File: src/rtl/wbu_pkg.sv
// -----------------------------------------------------------------------------
// wbu_pkg
//   Shared constants for the debug-bus TX path.
//   TAG_BUS / TAG_CONSOLE : value of bit 7 of a TX byte, identifying its source.
//   CHAR_W                : width of a source byte (7 bits).
//   TX_W                  : width of a tagged TX byte (8 bits).
//   tag_byte()            : builds a TX byte from a tag and a 7-bit payload.
// -----------------------------------------------------------------------------
package wbu_pkg;

    localparam logic TAG_BUS     = 1'b1;
    localparam logic TAG_CONSOLE = 1'b0;
    localparam int   CHAR_W      = 7;
    localparam int   TX_W        = 8;

    function automatic logic [TX_W-1:0] tag_byte(input logic tag,
                                                 input logic [CHAR_W-1:0] payload);
        return {tag, payload};
    endfunction

endpackage

File: src/rtl/wbutx_confifo.sv
// -----------------------------------------------------------------------------
// wbutx_confifo
//   Synchronous FIFO buffering 7-bit console bytes so that console writers do
//   not stall while the debug bus owns the TX stream.
//
//   Ports
//     i_clk      in   system clock
//     i_reset_n  in   asynchronous active-low reset, empties the FIFO
//     i_push     in   write i_data (ignored while full)
//     i_data     in   byte to write
//     i_pop      in   discard the head entry (ignored while empty)
//     o_data     out  head entry, valid while o_empty_n
//     o_full     out  all 2**LGFIFO entries occupied
//     o_empty_n  out  at least one entry present
//
//   Flags come straight from the pointer registers, so a byte written in one
//   cycle is visible at the head only from the next cycle (no bypass).
// -----------------------------------------------------------------------------
module wbutx_confifo
    import wbu_pkg::*;
#(
    parameter int LGFIFO = 4
) (
    input  logic              i_clk,
    input  logic              i_reset_n,
    input  logic              i_push,
    input  logic [CHAR_W-1:0] i_data,
    input  logic              i_pop,
    output logic [CHAR_W-1:0] o_data,
    output logic              o_full,
    output logic              o_empty_n
);

    localparam logic [LGFIFO:0] PTR_ONE = 1;

    // One extra pointer bit distinguishes full from empty when the
    // address bits match.
    logic [LGFIFO:0]   wr_ptr;
    logic [LGFIFO:0]   rd_ptr;
    logic [CHAR_W-1:0] mem [0:(1<<LGFIFO)-1];
    logic              do_push;
    logic              do_pop;

    assign o_full    = (wr_ptr[LGFIFO] != rd_ptr[LGFIFO]) &&
                       (wr_ptr[LGFIFO-1:0] == rd_ptr[LGFIFO-1:0]);
    assign o_empty_n = (wr_ptr != rd_ptr);
    assign do_push   = i_push && !o_full;
    assign do_pop    = i_pop && o_empty_n;
    assign o_data    = mem[rd_ptr[LGFIFO-1:0]];

    always_ff @(posedge i_clk or negedge i_reset_n) begin
        if (!i_reset_n) begin
            wr_ptr <= '0;
            rd_ptr <= '0;
        end else begin
            if (do_push) wr_ptr <= wr_ptr + PTR_ONE;
            if (do_pop)  rd_ptr <= rd_ptr + PTR_ONE;
        end
    end

    // Storage needs no reset: the pointers define which entries are live.
    always_ff @(posedge i_clk) begin
        if (do_push) mem[wr_ptr[LGFIFO-1:0]] <= i_data;
    end

endmodule

File: src/rtl/wbutx_arbiter.sv
// -----------------------------------------------------------------------------
// wbutx_arbiter
//   Merges the debug-bus encoder byte stream (tag bit7=1) and the console byte
//   stream (tag bit7=0) onto one 8-bit TX stream. The bus has priority, but once
//   MAXBURST bus bytes have gone out while console data waits, the console is
//   granted one byte (o_starve pulses). Console bytes are buffered in a FIFO.
//
//   Ports
//     i_clk, i_reset_n          clock, asynchronous active-low reset
//     i_bus_stb, i_bus_data     bus byte offer (7 bits)
//     o_bus_busy                bus byte not taken this cycle
//     i_console_stb, i_console_data  console byte offer (7 bits)
//     o_console_busy            console FIFO full
//     o_tx_stb, o_tx_data       tagged TX byte, held until accepted
//     i_tx_busy                 TX cannot take the byte this cycle
//     o_starve                  console grant forced by the burst limit
//
//   Handshake rule for every stream: a byte moves on a cycle where its
//   valid is high and the matching busy is low; a held TX byte keeps
//   o_tx_stb/o_tx_data unchanged until that happens.
// -----------------------------------------------------------------------------
module wbutx_arbiter
    import wbu_pkg::*;
#(
    parameter int LGCONFIFO = 4,
    parameter int MAXBURST  = 16,
    parameter int LGBURST   = 5
) (
    input  logic              i_clk,
    input  logic              i_reset_n,
    input  logic              i_bus_stb,
    input  logic [CHAR_W-1:0] i_bus_data,
    output logic              o_bus_busy,
    input  logic              i_console_stb,
    input  logic [CHAR_W-1:0] i_console_data,
    output logic              o_console_busy,
    output logic              o_tx_stb,
    output logic [TX_W-1:0]   o_tx_data,
    input  logic              i_tx_busy,
    output logic              o_starve
);

    localparam logic [LGBURST-1:0] BURST_LIMIT = LGBURST'(MAXBURST);
    localparam logic [LGBURST-1:0] CNT_MAX     = '1;
    localparam logic [LGBURST-1:0] CNT_ONE     = 1;

    logic [CHAR_W-1:0]  fifo_data;
    logic               fifo_full;
    logic               fifo_empty_n;
    logic [LGBURST-1:0] count;
    logic               load_ok;
    logic               force_console;
    logic               grant_bus;
    logic               grant_console;
    logic               console_push;

    // The holding register may be reloaded when empty or on the very cycle
    // its byte is taken, giving back-to-back bytes with no bubble.
    assign load_ok       = !o_tx_stb || !i_tx_busy;
    // Derived only from registers so o_bus_busy never depends on i_bus_stb.
    assign force_console = fifo_empty_n && (count >= BURST_LIMIT);

    assign grant_console = load_ok && (force_console || (!i_bus_stb && fifo_empty_n));
    assign grant_bus     = load_ok && !force_console && i_bus_stb;

    assign o_bus_busy     = !load_ok || force_console;
    assign o_starve       = load_ok && force_console;
    assign console_push   = i_console_stb && !fifo_full;
    assign o_console_busy = fifo_full;

    wbutx_confifo #(
        .LGFIFO (LGCONFIFO)
    ) u_confifo (
        .i_clk     (i_clk),
        .i_reset_n (i_reset_n),
        .i_push    (console_push),
        .i_data    (i_console_data),
        .i_pop     (grant_console),
        .o_data    (fifo_data),
        .o_full    (fifo_full),
        .o_empty_n (fifo_empty_n)
    );

    // Burst counter: counts bus grants only while console data is pending,
    // so a console byte arriving mid-stream waits at most MAXBURST bus bytes.
    always_ff @(posedge i_clk or negedge i_reset_n) begin
        if (!i_reset_n) begin
            count <= '0;
        end else if (!fifo_empty_n && !console_push) begin
            count <= '0;
        end else if (grant_console) begin
            count <= '0;
        end else if (grant_bus && (count != CNT_MAX)) begin
            count <= count + CNT_ONE;
        end
    end

    // Output holding register.
    always_ff @(posedge i_clk or negedge i_reset_n) begin
        if (!i_reset_n) begin
            o_tx_stb  <= 1'b0;
            o_tx_data <= '0;
        end else if (load_ok) begin
            if (grant_bus) begin
                o_tx_stb  <= 1'b1;
                o_tx_data <= tag_byte(TAG_BUS, i_bus_data);
            end else if (grant_console) begin
                o_tx_stb  <= 1'b1;
                o_tx_data <= tag_byte(TAG_CONSOLE, fifo_data);
            end else begin
                o_tx_stb  <= 1'b0;
            end
        end
    end

endmodule

File: config.mk
export PLATFORM = sky130hd
export DESIGN_NAME = wbutx_arbiter
export DESIGN_NICKNAME = d
export VERILOG_FILES = /design/src/rtl/wbu_pkg.sv /design/src/rtl/wbutx_confifo.sv /design/src/rtl/wbutx_arbiter.sv
export SDC_FILE = /design/constraint.sdc
export NUM_CORES = 1
export LEC_CHECK = 0
export ABC_AREA = 1
export CORE_ASPECT_RATIO = 0.8
export CORE_UTILIZATION = 60
export DETAILED_ROUTE_END_ITERATION = 8
export GPL_ROUTABILITY_DRIVEN = 0
export PLACE_DENSITY = 0.79
export REMOVE_ABC_BUFFERS = 1
export SLEW_MARGIN = 20
export SYNTH_ARGS = -nofsm -noshare
export SYNTH_HDL_FRONTEND = slang
export SYNTH_SLANG_ARGS = --single-unit
File: constraint.sdc
create_clock -name i_clk -period 2.45 [get_ports i_clk]
set_clock_uncertainty 0.2 [all_clocks]
set_input_delay 0.245 -clock i_clk [delete_from_list [all_inputs] [get_ports i_clk]]
set_output_delay 0.245 -clock i_clk [all_outputs]
set_load 0.02 [all_outputs]
==> summary by stage <==
Floorplanning
The number of I/O pins is 31. The effective utilization at floorplan is 0.618. Row generation in the floorplan step produced 33 rows.

In this run the vertical extent of the chip is 93.9 microns. The die area is about 11000 sq um. The core region is 10200 sq um. The die span in x is ~120 microns.

Final layout
The count of non-filler cells in the finished layout is between 800 and 900. Compared with the post-synthesis result, the final layout area differs by 19.2%. The count of antenna diodes in the layout is 0. In the final layout, the share of cells above drive strength 1 is 0.115. The net count of the finished layout is 742.

Timing
The hold violation total from the final report is 0. The post-layout worst setup margin is between 0.007 and 0.008 ns. The final-report setup violation count is 0. The max-slew violation count is 0.

The fraction of the cycle the final worst path needs is 0.997. The achievable frequency is 0.409 GHz. The worst hold slack across all endpoints is approximately 0.28 ns.

At the pin with the least slew margin, the transition time is 0.821 ns. The worst slew slack as a fraction of its limit is 0.451. Setup repair after global routing could not meet its margin everywhere. The smallest clock period supported by the final layout is computed as ~2.4 ns.

CTS
The cell at the root of the clock tree is sky130_fd_sc_hd__clkbuf_16. After clock tree synthesis, the clock-pin slew on the worst setup and hold paths is 0.06 ns. The clock insertion delay at the later pin of the skew report is ~0.41 ns.

Counting every sink on the clock net gives about 140. The number of buffers between clock root and the deepest sink is 2. The number of clock buffers inserted by TritonCTS is 17. The H-tree generated during clock tree synthesis spans 4 levels.

TritonCTS built the clock tree.

Worst setup path
The critical path is of the reg -> reg type. The worst setup path is launched from a flip-flop. The reg-to-reg critical path endpoint is u_confifo.mem[5][0].

The critical path data arrival time is ~2.3 ns. Along the worst path, the maximum fanout reaches 7. The worst-case register-to-register setup slack is approximately 0.0071 ns. The worst setup path is captured at a flip-flop.

The required time reported for the critical path endpoint is about 2.3 ns. The path depth of the worst reg2reg path is 9. The worst flop-to-flop path startpoint is u_confifo.wr_ptr[1].

Yosys
The warning count from the yosys run is 0. The mean instance size in the synthesized netlist is roughly 9.6 sq um. The number of distinct standard cells referenced by the synthesized netlist is 26. Of the synthesized area, sequential elements account for 0.626. The number of instances in the synthesized netlist is between 600 and 700. After synthesis the netlist holds a flip-flop and latch count of roughly 140. After synthesis the cells add up to approximately 6300 sq um.

Route
Detailed routing inserted a total of 4648 vias. The remaining antenna violation count after routing is 0. Using the TritonRoute via totals, the vias-per-cell ratio works out to 5.35.

The first routing iteration left between 300 and 400 violations. The routed design has ~15000 microns of wire. Dividing the detail-routed wire length by the instance count gives 17.1 microns.

The number of detailed-routing iterations run before antenna repair is 5. For this run, design rule violations remaining after detail routing come to 0.

Outcome
The flow ran to the end, and the final reports show no timing, DRC or antenna violations.

Power
The total power divided by cell area is between 1000 and 1500 nW/um^2. In this run the static leakage power is ~3.4 nW. The peak ir drop on the vdd network is around 0.00075 V.

Placed design
Before CTS, the worst setup slack after placement is ~0.038 ns. The number of I/O port buffers is 30. The number of placed instances, taps included, is between 800 and 900.

Once detailed placement completed, the half-perimeter wirelength came to approximately 10000 microns.

Hold path
The worst hold path terminates at o_tx_data[6]. Counting instances, the worst hold path has a depth of 2. The type of the tightest min-delay check is reg -> reg. The origin of the worst min-delay path is o_tx_data[6].

Global route
For this run, the total global-route usage over all layers was measured as 0.296. Entering global routing, the biggest net connects 56 pins. The wire length of the first global-routing pass is 22800 microns.

The initial antenna violation count is 0. For this run the aggregate overflow at the end of global routing stands at 0. The number of global-route vias before repair is about 4400.

Run
Max-cap violations in this run came to 0.
state kept, by name, summed over array words and instances (netlist names):
register / flops
u_confifo.mem: 112
count: 5
o_tx_stb: 1
o_tx_data: 8
u_confifo.wr_ptr: 5
u_confifo.rd_ptr: 5
critical path, cell delays in order, from the launching register on:
cell	delay, ns
sky130_fd_sc_hd__dfrtp_1	0.43
sky130_fd_sc_hd__inv_1	0.15
sky130_fd_sc_hd__nand2_1	0.07
sky130_fd_sc_hd__nand2_1	0.11
sky130_fd_sc_hd__nor2_4	0.07
sky130_fd_sc_hd__nand3_1	0.09
sky130_fd_sc_hd__nand2_1	0.12
sky130_fd_sc_hd__inv_1	0.15
sky130_fd_sc_hd__nand2_1	0.19
sky130_fd_sc_hd__nor2_1	0.50
logic make-up (layout without fill, tap and decap cells):
group                      Yosys count  count (layout)  synth area share
AOI/OAI and AO/OA                   10              10            0.0107
adders and majority gates            7               7            0.0138
and+or+nand+nor                    369             369             0.251
DFF                                136             136             0.626
xor gates and xnor gates            10              10            0.0138
buffers and inverters              130             197            0.0838
routing by layer:
layer / wire length [microns] / vias to the layer above / track usage
met5: 0 / - / 0
met4: 284 / 0 / 0.109
met3: 1280 / 35 / 0.0819
met2: 6970 / 196 / 0.456
met1: 6280 / 2202 / 0.402
li1: - / 2215 / -
where the power goes:
part	switching [mW]	internal, mW
clock network	0.916	1.78
registers	0.212	2.89
logic	2.20	1.03
total	3.33	5.70
how the worst max path moves through the flow:
stage / endpoint / cells past startpoint / from / slack [ns]
2_1_floorplan: u_confifo.mem[12][0] / 9 / u_confifo.rd_ptr[0] / -0.86
3_3_place_gp: u_confifo.mem[6][2] / 9 / u_confifo.wr_ptr[1] / 0.15
3_5_place_dp: u_confifo.mem[14][2] / 9 / u_confifo.wr_ptr[1] / 0.04
4_1_cts: u_confifo.mem[13][6] / 9 / u_confifo.wr_ptr[1] / 0.03
5_1_grt: u_confifo.mem[5][0] / 9 / u_confifo.wr_ptr[1] / -0.11
6_report: u_confifo.mem[5][0] / 9 / u_confifo.wr_ptr[1] / 0.007
layout by cell type, fill, tap and decap left out, types with 2 or more instances in the layout:
cell type | synthesis | layout
sky130_fd_sc_hd__nand2_1 | 253 | 253
sky130_fd_sc_hd__edfxtp_1 | 112 | 112
sky130_fd_sc_hd__inv_1 | 99 | 99
sky130_fd_sc_hd__nand3_1 | 65 | 65
sky130_fd_sc_hd__clkdlybuf4s50_1 | 0 | 27
sky130_fd_sc_hd__buf_4 | 1 | 27
sky130_fd_sc_hd__nor2_1 | 29 | 25
sky130_fd_sc_hd__dfrtp_1 | 24 | 22
sky130_fd_sc_hd__clkbuf_16 | 0 | 17
sky130_fd_sc_hd__xor2_1 | 10 | 10
sky130_fd_sc_hd__nand4_1 | 9 | 9
sky130_fd_sc_hd__inv_2 | 8 | 8
sky130_fd_sc_hd__o211ai_1 | 7 | 7
sky130_fd_sc_hd__ha_1 | 7 | 7
sky130_fd_sc_hd__nor2_2 | 0 | 4
sky130_fd_sc_hd__bufinv_16 | 0 | 4
sky130_fd_sc_hd__clkinvlp_4 | 0 | 3
sky130_fd_sc_hd__clkbuf_8 | 0 | 3
sky130_fd_sc_hd__dlygate4sd2_1 | 0 | 3
sky130_fd_sc_hd__nand2_2 | 2 | 2
sky130_fd_sc_hd__nor2_4 | 2 | 2
sky130_fd_sc_hd__nand3_4 | 2 | 2
sky130_fd_sc_hd__a21oi_1 | 2 | 2
sky130_fd_sc_hd__nand2_4 | 3 | 2
sky130_fd_sc_hd__clkinv_4 | 0 | 2
sky130_fd_sc_hd__clkinv_2 | 0 | 2
sky130_fd_sc_hd__dfrtp_2 | 0 | 2
area by class of cell:
cell class | instances | area [sq um]
multi-input cells | 396 | 1850
well taps | 140 | 175
clock inverters | 11 | 170
clock buffers | 21 | 470
fillers | 704 | 2700
inverters | 107 | 402
flip-flops and latches | 136 | 3970
repair buffers | 58 | 509
metrics by stage:
step	setup TNS (ns)	area, sq um	util	total power [mW]
after detailed placement	0	6850	0.669	6.22
after floorplan	-111.13	6200	-	5.09
after global routing	-4.27	7540	0.737	9.50
after global placement	0	6850	0.669	6.10
final	0	7540	0.737	9.03
after CTS	0	7490	0.732	8.95
synthesized netlist by cell type:
cell / instances / area [sq um]
sky130_fd_sc_hd__nand2_1: 253 / 950
sky130_fd_sc_hd__edfxtp_1: 112 / 3360
sky130_fd_sc_hd__inv_1: 99 / 372
sky130_fd_sc_hd__nand3_1: 65 / 325
sky130_fd_sc_hd__nor2_1: 29 / 109
sky130_fd_sc_hd__dfrtp_1: 24 / 601
sky130_fd_sc_hd__buf_2: 12 / 60.1
sky130_fd_sc_hd__xor2_1: 10 / 87.6
sky130_fd_sc_hd__nand4_1: 9 / 56.3
sky130_fd_sc_hd__clkbuf_1: 8 / 30.0
sky130_fd_sc_hd__inv_2: 8 / 30.0
sky130_fd_sc_hd__ha_1: 7 / 87.6
sky130_fd_sc_hd__o211ai_1: 7 / 52.6
sky130_fd_sc_hd__nand2_4: 3 / 33.8
sky130_fd_sc_hd__a21oi_1: 2 / 10.0
sky130_fd_sc_hd__nand2_2: 2 / 12.5
sky130_fd_sc_hd__nand3_4: 2 / 35.0
sky130_fd_sc_hd__nor2_4: 2 / 22.5
sky130_fd_sc_hd__buf_12: 1 / 20.0
sky130_fd_sc_hd__buf_4: 1 / 7.51
sky130_fd_sc_hd__buf_6: 1 / 11.3
sky130_fd_sc_hd__nand3_2: 1 / 10.0
sky130_fd_sc_hd__nand4_4: 1 / 21.3
sky130_fd_sc_hd__nor3_1: 1 / 5.00
sky130_fd_sc_hd__nor3_2: 1 / 10.0
sky130_fd_sc_hd__o21ai_0: 1 / 5.00
what timing repair did:
item	in CTS	in global routing
endpoints found under the hold margin	24	0
hold buffers	1	0
setup endpoints to repair	3	93
setup buffers	0	4
gates resized for setup	3	6
Power figures use the tool's default switching activity.
